===== src/rtl/vip_pattern_frame_gen.sv =====
// vip_pattern_frame_gen: synthetic VIP pixel-stream source producing
// vsync/href/clken framing and 8-bit luma test patterns.
// Optional feature macro: VIP_PATTERN_MOVING_EN (scrolls the box pattern
// one pixel per frame with horizontal wrap; static box when undefined).
module vip_pattern_frame_gen #(
  parameter int H_ACTIVE    = 640,
  parameter int H_BLANK     = 160,
  parameter int V_ACTIVE    = 480,
  parameter int VSYNC_LINES = 2,
  parameter int V_BACK      = 8,
  parameter int V_FRONT     = 2,
  parameter int CLKEN_DIV   = 1
) (
  input  logic       clk,
  input  logic       rst,
  input  logic       enable,
  input  logic [1:0] pattern_sel,
  output logic       per_frame_vsync,
  output logic       per_frame_href,
  output logic       per_frame_clken,
  output logic [7:0] per_img_Y,
  output logic       frame_done,
  output logic [15:0] frame_cnt
);

  localparam int H_TOTAL  = H_ACTIVE + H_BLANK;
  localparam int HW       = $clog2(H_TOTAL);
  localparam int XPW      = HW + 1;
  localparam int LMAX_A   = (VSYNC_LINES > V_BACK) ? VSYNC_LINES : V_BACK;
  localparam int LMAX_B   = (V_ACTIVE > V_FRONT) ? V_ACTIVE : V_FRONT;
  localparam int LINE_MAX = (LMAX_A > LMAX_B) ? LMAX_A : LMAX_B;
  localparam int LW       = (LINE_MAX > 1) ? $clog2(LINE_MAX) : 1;
  localparam int DW       = (CLKEN_DIV > 1) ? $clog2(CLKEN_DIV) : 1;

  localparam logic [HW-1:0]  H_LAST   = HW'(H_TOTAL - 1);
  localparam logic [HW-1:0]  H_ACT_W  = HW'(H_ACTIVE);
  localparam logic [XPW-1:0] BOX_X_LO = XPW'(H_ACTIVE / 4);
  localparam logic [XPW-1:0] BOX_X_HI = XPW'((3 * H_ACTIVE) / 4);
  localparam logic [LW-1:0]  BOX_Y_LO = LW'(V_ACTIVE / 4);
  localparam logic [LW-1:0]  BOX_Y_HI = LW'((3 * V_ACTIVE) / 4);

  typedef enum logic [2:0] {
    S_IDLE,
    S_VSYNC,
    S_VBACK,
    S_ACTIVE,
    S_VFRONT
  } state_t;

  state_t          state, state_nxt;
  logic [DW-1:0]   div_cnt;
  logic            tick;
  logic [HW-1:0]   h_cnt, h_nxt;
  logic [LW-1:0]   line_cnt, line_nxt;
  logic [LW-1:0]   cur_last;
  logic            line_end;
  logic            last_line;
  logic            frame_start;
  logic            frame_end;
  logic [1:0]      pat_q;
  logic            href_c;
  logic [7:0]      x8;
  logic            y_b4;
  logic [XPW-1:0]  xp;
  logic            in_box;
  logic [7:0]      pix_c;

  assign tick = (div_cnt == DW'(CLKEN_DIV - 1));

  // Free-running pixel-slot divider; stays at 0 when CLKEN_DIV is 1.
  always_ff @(posedge clk or posedge rst) begin
    if (rst) begin
      div_cnt <= '0;
    end else if (tick) begin
      div_cnt <= '0;
    end else begin
      div_cnt <= div_cnt + DW'(1);
    end
  end

  // Last line index of the current vertical region.
  always_comb begin
    cur_last = '0;
    case (state)
      S_VSYNC:  cur_last = LW'(VSYNC_LINES - 1);
      S_VBACK:  cur_last = LW'(V_BACK - 1);
      S_ACTIVE: cur_last = LW'(V_ACTIVE - 1);
      S_VFRONT: cur_last = LW'(V_FRONT - 1);
      default:  cur_last = '0;
    endcase
  end

  // Next-state and counter advance; everything moves only on a tick.
  always_comb begin
    state_nxt   = state;
    h_nxt       = h_cnt;
    line_nxt    = line_cnt;
    frame_start = 1'b0;
    frame_end   = 1'b0;
    line_end    = (h_cnt == H_LAST);
    last_line   = (line_cnt == cur_last);
    if (tick) begin
      if (state == S_IDLE) begin
        if (enable) begin
          state_nxt   = S_VSYNC;
          h_nxt       = '0;
          line_nxt    = '0;
          frame_start = 1'b1;
        end
      end else begin
        h_nxt = line_end ? '0 : h_cnt + HW'(1);
        if (line_end) begin
          if (last_line) begin
            line_nxt = '0;
            case (state)
              S_VSYNC:  state_nxt = (V_BACK == 0) ? S_ACTIVE : S_VBACK;
              S_VBACK:  state_nxt = S_ACTIVE;
              S_ACTIVE: state_nxt = S_VFRONT;
              S_VFRONT: begin
                frame_end = 1'b1;
                if (enable) begin
                  state_nxt   = S_VSYNC;
                  frame_start = 1'b1;
                end else begin
                  state_nxt = S_IDLE;
                end
              end
              default:  state_nxt = S_IDLE;
            endcase
          end else begin
            line_nxt = line_cnt + LW'(1);
          end
        end
      end
    end
  end

  // Timing state registers and frame-start pattern latch.
  always_ff @(posedge clk or posedge rst) begin
    if (rst) begin
      state    <= S_IDLE;
      h_cnt    <= '0;
      line_cnt <= '0;
      pat_q    <= '0;
    end else begin
      state    <= state_nxt;
      h_cnt    <= h_nxt;
      line_cnt <= line_nxt;
      if (frame_start) begin
        pat_q <= pattern_sel;
      end
    end
  end

`ifdef VIP_PATTERN_MOVING_EN
  logic [HW-1:0] off;

  // Box offset advances once per frame start, wrapping at H_ACTIVE-1.
  always_ff @(posedge clk or posedge rst) begin
    if (rst) begin
      off <= '0;
    end else if (frame_start) begin
      off <= (off == HW'(H_ACTIVE - 1)) ? '0 : off + HW'(1);
    end
  end

  // Horizontal position relative to the scrolling origin, wrapped into 0..H_ACTIVE-1.
  always_comb begin
    if (h_cnt >= off) begin
      xp = {1'b0, h_cnt} - {1'b0, off};
    end else begin
      xp = {1'b0, h_cnt} + XPW'(H_ACTIVE) - {1'b0, off};
    end
  end
`else
  // Static box: position is the raw horizontal count.
  always_comb begin
    xp = {1'b0, h_cnt};
  end
`endif

  // Pixel decode from current counters; registered below.
  always_comb begin
    href_c = (state == S_ACTIVE) && (h_cnt < H_ACT_W);
    x8     = 8'(h_cnt);
    y_b4   = |(line_cnt & LW'(16));
    in_box = (xp >= BOX_X_LO) && (xp < BOX_X_HI) &&
             (line_cnt >= BOX_Y_LO) && (line_cnt < BOX_Y_HI);
    pix_c  = '0;
    case (pat_q)
      2'd0:    pix_c = x8;
      2'd1:    pix_c = x8[5] ? '1 : '0;
      2'd2:    pix_c = (x8[4] ^ y_b4) ? '1 : '0;
      default: pix_c = in_box ? '1 : '0;
    endcase
  end

  // Registered outputs, one cycle behind the counter state.
  always_ff @(posedge clk or posedge rst) begin
    if (rst) begin
      per_frame_vsync <= 1'b0;
      per_frame_href  <= 1'b0;
      per_frame_clken <= 1'b0;
      per_img_Y       <= '0;
      frame_done      <= 1'b0;
      frame_cnt       <= '0;
    end else begin
      per_frame_vsync <= (state == S_VSYNC);
      per_frame_href  <= href_c;
      per_frame_clken <= tick & href_c;
      per_img_Y       <= href_c ? pix_c : '0;
      frame_done      <= frame_end;
      if (frame_end) begin
        frame_cnt <= frame_cnt + 16'd1;
      end
    end
  end

endmodule


===== config.mk =====
export PLATFORM = sky130hd
export DESIGN_NAME = vip_pattern_frame_gen
export DESIGN_NICKNAME = d
export VERILOG_FILES = /design/src/rtl/vip_pattern_frame_gen.sv
export SDC_FILE = /design/constraint.sdc
export NUM_CORES = 1
export LEC_CHECK = 0
export ABC_AREA = 1
export BUFFER_PORTS_ARGS = -buffer_cell sky130_fd_sc_hd__buf_4
export CORE_MARGIN = 2
export CORE_UTILIZATION = 59
export DETAILED_ROUTE_END_ITERATION = 8
export PLACE_DENSITY = 0.8
export SYNTH_ARGS = -nofsm -noshare
export SYNTH_HDL_FRONTEND = slang
export SYNTH_SLANG_ARGS = --single-unit

===== constraint.sdc =====
create_clock -name clk -period 2.12 [get_ports clk]
set_input_delay 0.106 -clock clk [delete_from_list [all_inputs] [get_ports clk]]
set_output_delay 0.106 -clock clk [all_outputs]
set_load 0.1 [all_outputs]

==> impl_metrics.ini <==
[outcome]
status = finished, final reports clean

[sta]
finClkSkew_ns = 0.0118
clock.fmax_ghz = 0.530
setup_tns_ns = 0
worst_slew_margin_rel_pct = 59.6
rsz0062_at_grt = no
slew_viol_final = 0
min_period_over_period_pct = 89.0
fin_ws_ns = 0.234
hold_viol_final = 0
final.min_clock_period_ns = 1.89
finalSetupViolCount = 0
tightest_slew_ns = 0.605

[finish]
mostFrequentLayoutCells = 121 x nand2_1, 49 x dfrtp_1, 38 x nor2_1
area_delta_synth_final_pct = 15.5
fin_util_pct = 71.9
fin_cells = 499
fin_area_um2 = 3460
antenna_cells = 0
nets = 440
mostFrequentLayoutCell = nand2_1
layout-drive-gt1-share_pct = 18.5

[route]
drt_iter0_markers = 179
wl_per_cell_um = 13.6
post_drt_via_cell_ratio = 5.51
drtPass1Iterations = 4
routed_wl_um = 6800
drc = 0
via_count = 2750
ant_nets = 0

[worst_setup_path]
critPathRequiredTime_ns = 2.32
critPathCaptureType = flop
reg2regPathDepth = 10
reg2reg_slack_ns = 0.23
critPathArrivalTime_ns = 2.09
path_class = flop to flop
r2r-end = state[0]$_DFFE_PP0P_
worstPathMaxFanout = 16
setup.worst_path.end = state[0]$_DFFE_PP0P_
critPathLaunchType = flop
r2r-start = h_cnt[0]$_DFFE_PP0P_
startpoint = h_cnt[0]$_DFFE_PP0P_

[clock_network]
cts_root_buffer = clkbuf_8
clock-sinks = 51
clkTransAtPathRegs_ns = 0.10
cts_buffers = 5
cts_htree_levels = 2
clock_latency_ns = 0.31
cts_tree = yes
clock_path_buffers = 2

[place]
io_buffers = 32
dp_hpwl_um = 4960
gp_congestion = 0.921
placedCellCount = 488
dpl_worst_slack_ns = 0.194
placed_cell_area_um2 = 3320

[power_and_ir_drop]
p_comb_share_pct = 46.9
switching_share_pct = 48.2
leakagePower_nw = 1.72
clkPwrFrac_pct = 18.9
p_per_area_nw_per_um2 = 1080
peakVddDrop_mv = 0.777
p_sw_mw = 1.80
cell_internal_pwr_mw = 1.93
p_seq_share_pct = 34.2

[yosys]
ys_ff_latch = 51
ys_top_cells_by_area = dfrtp_1 43%, nand2_1 15%, nand4_1 5.8%
synth_area_um2 = 3000
synth_fp_nets = 400
postSynthCellCount = 391
yosysSeqAreaShare_pct = 42.5
synth.largest_area_cell = dfrtp_1
synth_top_area_share_pct = 42.5
yosysWarnings = 0
syn_area_per_cell_um2 = 7.67
ys_types = 34

[die]
die-width_um = 75.3
fp.dieH_um = 75.3
core-area_um2 = 4820
start_util_pct = 62.3
ios = 33
rows = 25
die_area_um2 = 5670

[job]
maxCapViolCount = 0

[global_route]
grt_pass1_vias = 2535
grt_max_degree = 29
antenna_found_initial = 0
overflow = 0
grt_usage_pct = 26.0
grt_pass1_wl_um = 11500

[hold_path]
min_path_type = input pin to flop
-- cell families (layout without fill, tap and decap cells) --
family / count (synthesis) / in the layout / synth area share, %
simple gates: 244 / 244 / 38.8
flops: 51 / 51 / 42.5
buf+inv: 43 / 84 / 6.09
compound gates: 32 / 32 / 5.96
xor+xnor: 17 / 17 / 4.96
fa+ha+maj: 4 / 4 / 1.67
-- power groups by stage --
stage	logic [mW]	clock network [mW]	registers (mW)
2_1_floorplan	1.25	0	1.45
3_3_place_gp	1.69	0	1.28
3_5_place_dp	1.73	0	1.29
4_1_cts	1.75	0.717	1.27
5_1_grt	1.93	0.757	1.29
6_report	1.75	0.706	1.27
-- flip-flops by register name, indices dropped and copies added, names as in the netlist --
name and count:
frame_done 1, line_cnt 9, frame_cnt 16, per_img_Y 8, per_frame_clken 1, state 3, h_cnt 10, pat_q 2
per_frame_vsync 1
-- stage by stage --
step | total power [mW] | hold WS (ns)
after floorplan | 2.69 | 0.216
after global placement | 2.97 | 0.209
after detailed placement | 3.02 | 0.218
after CTS | 3.73 | 0.120
after global routing | 3.98 | 0.119
final | 3.73 | 0.121
-- critical path, cell delays in order (launching register included) --
cell and delay, ns:
dfrtp_2 0.44, ha_1 0.21, nand3_2 0.13, nor2_2 0.18
nand2_1 0.13, nand2_2 0.13, nand2_2 0.11, clkinv_2 0.19
nand2_1 0.12, nand2_1 0.07, nand2_1 0.05
-- metal layers --
layer	up-vias	share of wire [%]	wire length, µm	GRT usage [%]
li1	1376	-	-	-
met1	1282	44	3030	35.0
met2	87	50	3390	45.5
met3	5	5.2	352	3.97
met4	0	0.53	36	4.29
met5	-	0	0	0
-- synthesized netlist by cell type, drive strengths merged --
cell type    n
a21oi       13
buf          5
clkbuf       2
clkinv       2
dfrtp       51
ha           4
inv         34
nand2      130
nand3       32
nand3b       1
nand4       28
nor2        44
nor3         6
nor4         2
o211ai       1
o21ai       12
o21bai       1
o22ai        5
or2          1
xnor2        8
xor2         9
-- timing repair --
| action | in CTS | in global routing |
|---|---|---|
| gates resized for setup | 0 | 2 |
| buffers inserted | 0 | 0 |
| endpoints found under the setup margin | 0 | 4 |
| hold endpoints to repair | 28 | 0 |
| hold buffers | 3 | 0 |
-- worst min-delay path by stage --
stage / start / to / slack [ns] / cells past startpoint
6_report: enable / h_cnt[9]$_DFFE_PP0P_ / 0.12 / 4
5_1_grt: enable / h_cnt[9]$_DFFE_PP0P_ / 0.12 / 4
4_1_cts: enable / h_cnt[9]$_DFFE_PP0P_ / 0.12 / 4
3_5_place_dp: rst / frame_cnt[12]$_DFFE_PP0P_ / 0.22 / 2
3_3_place_gp: rst / per_frame_clken$_DFF_PP0_ / 0.21 / 2
2_1_floorplan: pattern_sel[0] / pat_q[0]$_DFFE_PP0P_ / 0.22 / 2
-- cell type report --
class	instances	area, µm²
Timing Repair Buffer	40	308
Clock buffer	5	68.8
Fill cell	421	1350
Multi-Input combinational cell	297	1540
Clock inverter	3	47.5
Inverter	36	136
Tap cell	67	83.8
Sequential cell	51	1280
Note: power is estimated with default switching activity, not from simulation.
